==> config.mk <==
export PLATFORM = sky130hd
export DESIGN_NAME = hex_text_writer_flat
export DESIGN_NICKNAME = d
export VERILOG_FILES = /design/src/rtl/hex_text_writer_if.sv /design/src/rtl/hex_text_writer.sv /design/src/flat_wrapper.sv
export SDC_FILE = /design/constraint.sdc
export NUM_CORES = 1
export LEC_CHECK = 0
export ABC_AREA = 1
export CAP_MARGIN = 20
export CORE_MARGIN = 2
export CORE_UTILIZATION = 53
export DETAILED_ROUTE_END_ITERATION = 6
export HOLD_SLACK_MARGIN = 0.1
export PLACE_DENSITY = 0.87
export SETUP_SLACK_MARGIN = 0.4
export SYNTH_ARGS = -nofsm -noshare
export SYNTH_HDL_FRONTEND = slang
export SYNTH_SLANG_ARGS = --single-unit
==> constraint.sdc <==
create_clock -name clk -period 4.6 [get_ports clk]
set_input_delay 0.46 -clock clk [delete_from_list [all_inputs] [get_ports clk]]
set_output_delay 0.46 -clock clk [all_outputs]
set_load 0.005 [all_outputs]
==> src/rtl/hex_text_writer_if.sv <==
// Print request channel between the debug/status logic and hex_text_writer.
// The requester drives the value/address/blanking request; the writer
// reports busy and a one-cycle done pulse back.
interface hex_text_writer_if #(
    parameter int DIGITS = 8,
    parameter int ADDR_W = 11
);
    logic                  req;
    logic [4*DIGITS-1:0]   value;
    logic [ADDR_W-1:0]     addr;
    logic                  blank;
    logic                  busy;
    logic                  done;

    modport master (output req, value, addr, blank, input  busy, done);
    modport slave  (input  req, value, addr, blank, output busy, done);
endinterface

==> src/rtl/hex_text_writer.sv <==
// Prints a multi-digit hex value into the OSD text RAM, MSB digit first.
// Each digit goes through an external nibble-to-text converter with one
// registered cycle of latency, so the RAM write for digit idx is issued
// one cycle after its nibble is presented. Leading zeros can be replaced
// with SPACE_CHAR; blanked positions are still written so stale text is cleared.
module hex_text_writer #(
    parameter int          DIGITS     = 8,
    parameter int          ADDR_W     = 11,
    parameter logic [7:0]  SPACE_CHAR = 8'd0
) (
    input  logic               clk,
    input  logic               reset_n,
    hex_text_writer_if.slave   host,
    output logic [3:0]         nib,
    input  logic [7:0]         text,
    output logic               wr_en,
    output logic [ADDR_W-1:0]  wr_addr,
    output logic [7:0]         wr_data
);
    localparam int                IDX_W = (DIGITS > 1) ? $clog2(DIGITS) : 1;
    localparam logic [IDX_W-1:0]  LAST  = IDX_W'(DIGITS - 1);

    typedef enum logic [1:0] {IDLE, RUN, FLUSH, DONE} state_t;

    state_t               state, next_state;
    logic [IDX_W-1:0]     idx;
    logic [4*DIGITS-1:0]  digits;     // latched value, shifted left one digit per RUN cycle
    logic [ADDR_W-1:0]    base;
    logic                 blank_l;
    logic                 zero_run;   // every digit before idx was zero
    logic                 blank_d;    // write token: current write is a blanked digit
    logic [3:0]           cur_digit;
    logic                 last;
    logic                 blank_now;

    assign cur_digit = digits[4*DIGITS-1 -: 4];
    assign last      = (idx == LAST);
    assign blank_now = blank_l && zero_run && (cur_digit == 4'd0) && !last;

    // State register
    always_ff @(posedge clk or negedge reset_n) begin
        if (!reset_n) state <= IDLE;
        else          state <= next_state;
    end

    // Next-state decode and status/converter outputs
    always_comb begin
        next_state = state;
        host.busy  = 1'b0;
        host.done  = 1'b0;
        nib        = 4'd0;
        case (state)
            IDLE:  if (host.req) next_state = RUN;
            RUN: begin
                host.busy = 1'b1;
                nib       = cur_digit;
                if (last) next_state = FLUSH;
            end
            FLUSH: begin
                host.busy  = 1'b1;
                next_state = DONE;
            end
            DONE: begin
                host.done  = 1'b1;
                next_state = IDLE;
            end
            default: next_state = IDLE;
        endcase
    end

    // Request latches and digit stepping
    always_ff @(posedge clk or negedge reset_n) begin
        if (!reset_n) begin
            digits   <= '0;
            base     <= '0;
            blank_l  <= 1'b0;
            idx      <= '0;
            zero_run <= 1'b0;
        end else begin
            case (state)
                IDLE: if (host.req) begin
                    digits   <= host.value;
                    base     <= host.addr;
                    blank_l  <= host.blank;
                    idx      <= '0;
                    zero_run <= 1'b1;
                end
                RUN: begin
                    digits   <= digits << 4;
                    idx      <= idx + 1'b1;
                    zero_run <= zero_run && (cur_digit == 4'd0);
                end
                default: ;
            endcase
        end
    end

    // Write token, aligned with the converter's one-cycle latency
    always_ff @(posedge clk or negedge reset_n) begin
        if (!reset_n) begin
            wr_en   <= 1'b0;
            wr_addr <= '0;
            blank_d <= 1'b0;
        end else begin
            wr_en <= (state == RUN);
            if (state == RUN) begin
                wr_addr <= base + ADDR_W'(idx);
                blank_d <= blank_now;
            end
        end
    end

    assign wr_data = blank_d ? SPACE_CHAR : text;
endmodule

==> src/flat_wrapper.sv <==
// flat-port wrapper written by rule: the top's interface ports become plain ports
module hex_text_writer_flat 
#(
    parameter int          DIGITS     = 8,
    parameter int          ADDR_W     = 11,
    parameter logic [7:0]  SPACE_CHAR = 8'd0
)
  (clk, reset_n, nib, text, wr_en, wr_addr, wr_data, host_req, host_value, host_addr, host_blank, host_busy, host_done);
  hex_text_writer_if #(.DIGITS(DIGITS), .ADDR_W(ADDR_W)) host_i ();
  input  logic clk;
  input  logic reset_n;
  output logic [3:0] nib;
  input  logic [7:0] text;
  output logic wr_en;
  output logic [ADDR_W-1:0] wr_addr;
  output logic [7:0] wr_data;
  input wire logic [$bits(host_i.req)-1:0] host_req;
  input wire logic [$bits(host_i.value)-1:0] host_value;
  input wire logic [$bits(host_i.addr)-1:0] host_addr;
  input wire logic [$bits(host_i.blank)-1:0] host_blank;
  output wire logic [$bits(host_i.busy)-1:0] host_busy;
  output wire logic [$bits(host_i.done)-1:0] host_done;
  assign host_i.req = host_req;
  assign host_i.value = host_value;
  assign host_i.addr = host_addr;
  assign host_i.blank = host_blank;
  assign host_busy = host_i.busy;
  assign host_done = host_i.done;
  hex_text_writer #(.DIGITS(DIGITS), .ADDR_W(ADDR_W), .SPACE_CHAR(SPACE_CHAR)) u_core (.clk(clk), .reset_n(reset_n), .host(host_i), .nib(nib), .text(text), .wr_en(wr_en), .wr_addr(wr_addr), .wr_data(wr_data));
endmodule
==> run summary <==
Status
* run status: finished clean

Floorplanning
* Cell Rows: 27
* Placeable Area: 5570 sq um
* starting utilization of the core area: 55.8%
* height of the die: 80.6 um
* Die X-Extent: 80.6 um
* IO Count: 81
* area of the die: 6500 sq um

Clocking
* insertion delay of the later-clocked pin in the worst-skew pair: 0.34 ns
* clock slew at reported path FFs: 0.06 ns
* count of H-tree levels built during CTS: 3
* Post-CTS Resized: 0
* number of clock sinks seen by CTS: 63
* total clock buffers created by CTS: 9
* hold_buf cts: 0
* clock tree from TritonCTS: done
* master cell of the clock root buffer: sky130_fd_sc_hd__clkbuf_8
* CTS Buffer Depth: 2
* Post-CTS Repair Setup Buffers: 0

Timing
* final critical path time including I/O delays and setup: 2.80 ns
* post-route worst setup slack: 1.80 ns
* final setup vio count: 0
* slew at the pin closest to its max-slew limit: 0.780 ns
* portion of the clock cycle consumed by the worst path in the final layout: 60.8%
* Total Neg Setup Slack: 0 ns
* clock tree skew after final layout: 0.00391 ns
* relative slew slack: 48.0%
* Max Clk Rate: 0.357 GHz
* final hold viol count: 0
* hold slack: 0.269 ns
* RSZ-0062 raised after global routing: no
* final max-slew violation count: 0

Yosys
* synth top area cells: sky130_fd_sc_hd__dfrtp_1 51%, sky130_fd_sc_hd__nand2_1 13%, sky130_fd_sc_hd__inv_1 6.8%
* cell accounting for the most synthesized area: sky130_fd_sc_hd__dfrtp_1
* async set-reset flop share out of synthesis: 100%
* number of flip-flops and latches in the synthesized netlist: 63
* area fraction of the dominant cell type after synthesis: 50.7%
* number of nets in the synthesized netlist: 447
* sequential area share after synthesis: 50.7%
* Synthesis Warnings: 0
* post-synthesis cell type count: 23
* mean area per synthesized cell: 8.16 sq um
* Syn Std Cell Area: 3110 sq um
* top_reg_cell synth: sky130_fd_sc_hd__dfrtp_1
* number of flops mapped to enable cells by yosys: 0
* instance count of the mapped netlist: 381

Placement
* pre-CTS setup slack: 2.19 ns
* placed instance count: 517
* port buffer count: 80
* instance area at placement: 3930 sq um
* last weighted congestion value of the routability-driven placer: 0.793
* DPL Wire Length: 4.80 mm

Critical path
* launching instance or port of the critical path: u_core.state[1]
* maximum fanout along the worst path: 69
* startpoint of the worst-slack reg-to-reg timing path: u_core.state[1]
* type of origin of the critical path: register
* data arrival time at the worst-slack endpoint: 2.34 ns
* kind of capture point of the worst setup path: output pin
* worst setup path category: reg2out
* Required @ worst endpoint: 4.14 ns

Global routing
* initial antenna violation count: 0
* Total Routing Usage GR: 23.6%
* largest net degree at the start of global routing: 70
* via count of the first global-routing pass: 2748
* gr ovfl total: 0
* wire length of the first global-routing pass: 11.5 mm

Worst hold path
* class of the worst hold path: in2async

Cells and area
* most frequent standard cell in the layout excluding fill and tap cells: sky130_fd_sc_hd__nand2_1
* layout overhead on the synthesized area: 31.1%
* final cell count without fillers: 530
* proportion of layout cells with a drive suffix above 1: 4.59%
* post-route standard cell area excluding fillers: 4080 sq um
* net count of the finished layout: 522
* number of antenna cells inserted: 0
* commonest non-fill, non-tap cells in the layout: 105 x sky130_fd_sc_hd__nand2_1, 79 x sky130_fd_sc_hd__clkdlybuf4s50_1, 63 x sky130_fd_sc_hd__dfrtp_1
* share of the core filled with cells in the final layout: 73.2%

Routing
* residual antenna-violating net count after detailed routing: 0
* vias: 2807
* final wirelength: 7.08 mm
* per-cell routed wire length: 13.4 um
* routed via count divided by cell count: 5.30
* detailed-route DRC error count: 0
* DRC marker count from the first detailed-route iteration: 199
* First-pass DRT Iterations: 5

Power and ir drop
* total power density per cell area: 615 nW/um^2
* Final Power: 2.51 mW
* maximum vdd ir drop: 0.624 mV
* static leakage: 1.93 nW

Job
* max-capacitance violation count: 0

## area by class of cell
cell class | count | area, sq um
Sequential cell | 63 | 1580
Fill cell | 427 | 1500
Multi-Input combinational cell | 242 | 1230
Timing Repair Buffer | 83 | 818
Inverter | 57 | 214
Clock buffer | 11 | 141
Tap cell | 72 | 90.1
Clock inverter | 2 | 10.0
## power breakdown
part / switching (mW) / leakage (nW) / internal, mW
clock: 0.197 / 0.0809 / 0.199
sequential: 0.144 / 0.775 / 0.826
combinational: 0.669 / 1.07 / 0.473
## critical path, cell delays in order, from the launching register on
cell                              delay (ns)
sky130_fd_sc_hd__dfrtp_1                0.39
sky130_fd_sc_hd__inv_1                  0.13
sky130_fd_sc_hd__ha_2                   0.21
sky130_fd_sc_hd__buf_4                  0.53
sky130_fd_sc_hd__nand2_1                0.12
sky130_fd_sc_hd__inv_1                  0.09
sky130_fd_sc_hd__clkdlybuf4s50_1        0.49
## cells in the mapped netlist, types with 3 or more instances
master                       n
sky130_fd_sc_hd__nand2_1   105
sky130_fd_sc_hd__clkbuf_1    7
sky130_fd_sc_hd__dfrtp_1    63
sky130_fd_sc_hd__nand3_1    21
sky130_fd_sc_hd__o21ai_0    41
sky130_fd_sc_hd__nor2_1     24
sky130_fd_sc_hd__o211ai_1   21
sky130_fd_sc_hd__buf_4       3
sky130_fd_sc_hd__inv_1      56
sky130_fd_sc_hd__a21oi_1     3
sky130_fd_sc_hd__buf_2       7
sky130_fd_sc_hd__a31oi_1     8
sky130_fd_sc_hd__ha_1       10
## path summary, 6_finish.rpt
| check | endpoint | slack (ns) | depth (start not counted) |
|---|---|---|---|
| setup / recovery | nib[3] | 1.80 | 6 |
| hold / removal | u_core.wr_addr[1] | 0.27 | 2 |
| setup reg to reg | u_core.zero_run | 2.49 | 8 |
| hold reg to reg | u_core.wr_addr[0] | 0.48 | 2 |
| max in group asynchronous | u_core.digits[8] | 3.81 | 2 |
| min in group clk | u_core.wr_addr[0] | 0.48 | 2 |
## cell families after synthesis
kind of cell               count (synthesis)  synth area share [%]
and+or+nand+nor                          155                  19.9
adders and majority gates                 11                  4.67
DFF                                       63                  50.7
muxes                                      1                 0.322
buffers and inverters                     76                  9.90
AOI/OAI and AO/OA                         75                  14.5
## routing by layer
layer	wire length, um	up-vias	GRT usage (%)
li1	-	1365	-
met1	2950	1332	26.8
met2	3490	94	40.8
met3	460	16	6.63
met4	179	0	11.7
met5	0	-	0
## state kept, by name (all words and copies together), names as in the netlist, 2 cells and up
signal          count
u_core.state        2
u_core.idx          3
u_core.wr_addr     11
u_core.base        11
u_core.digits      32
(Power assumes the default switching activity.)
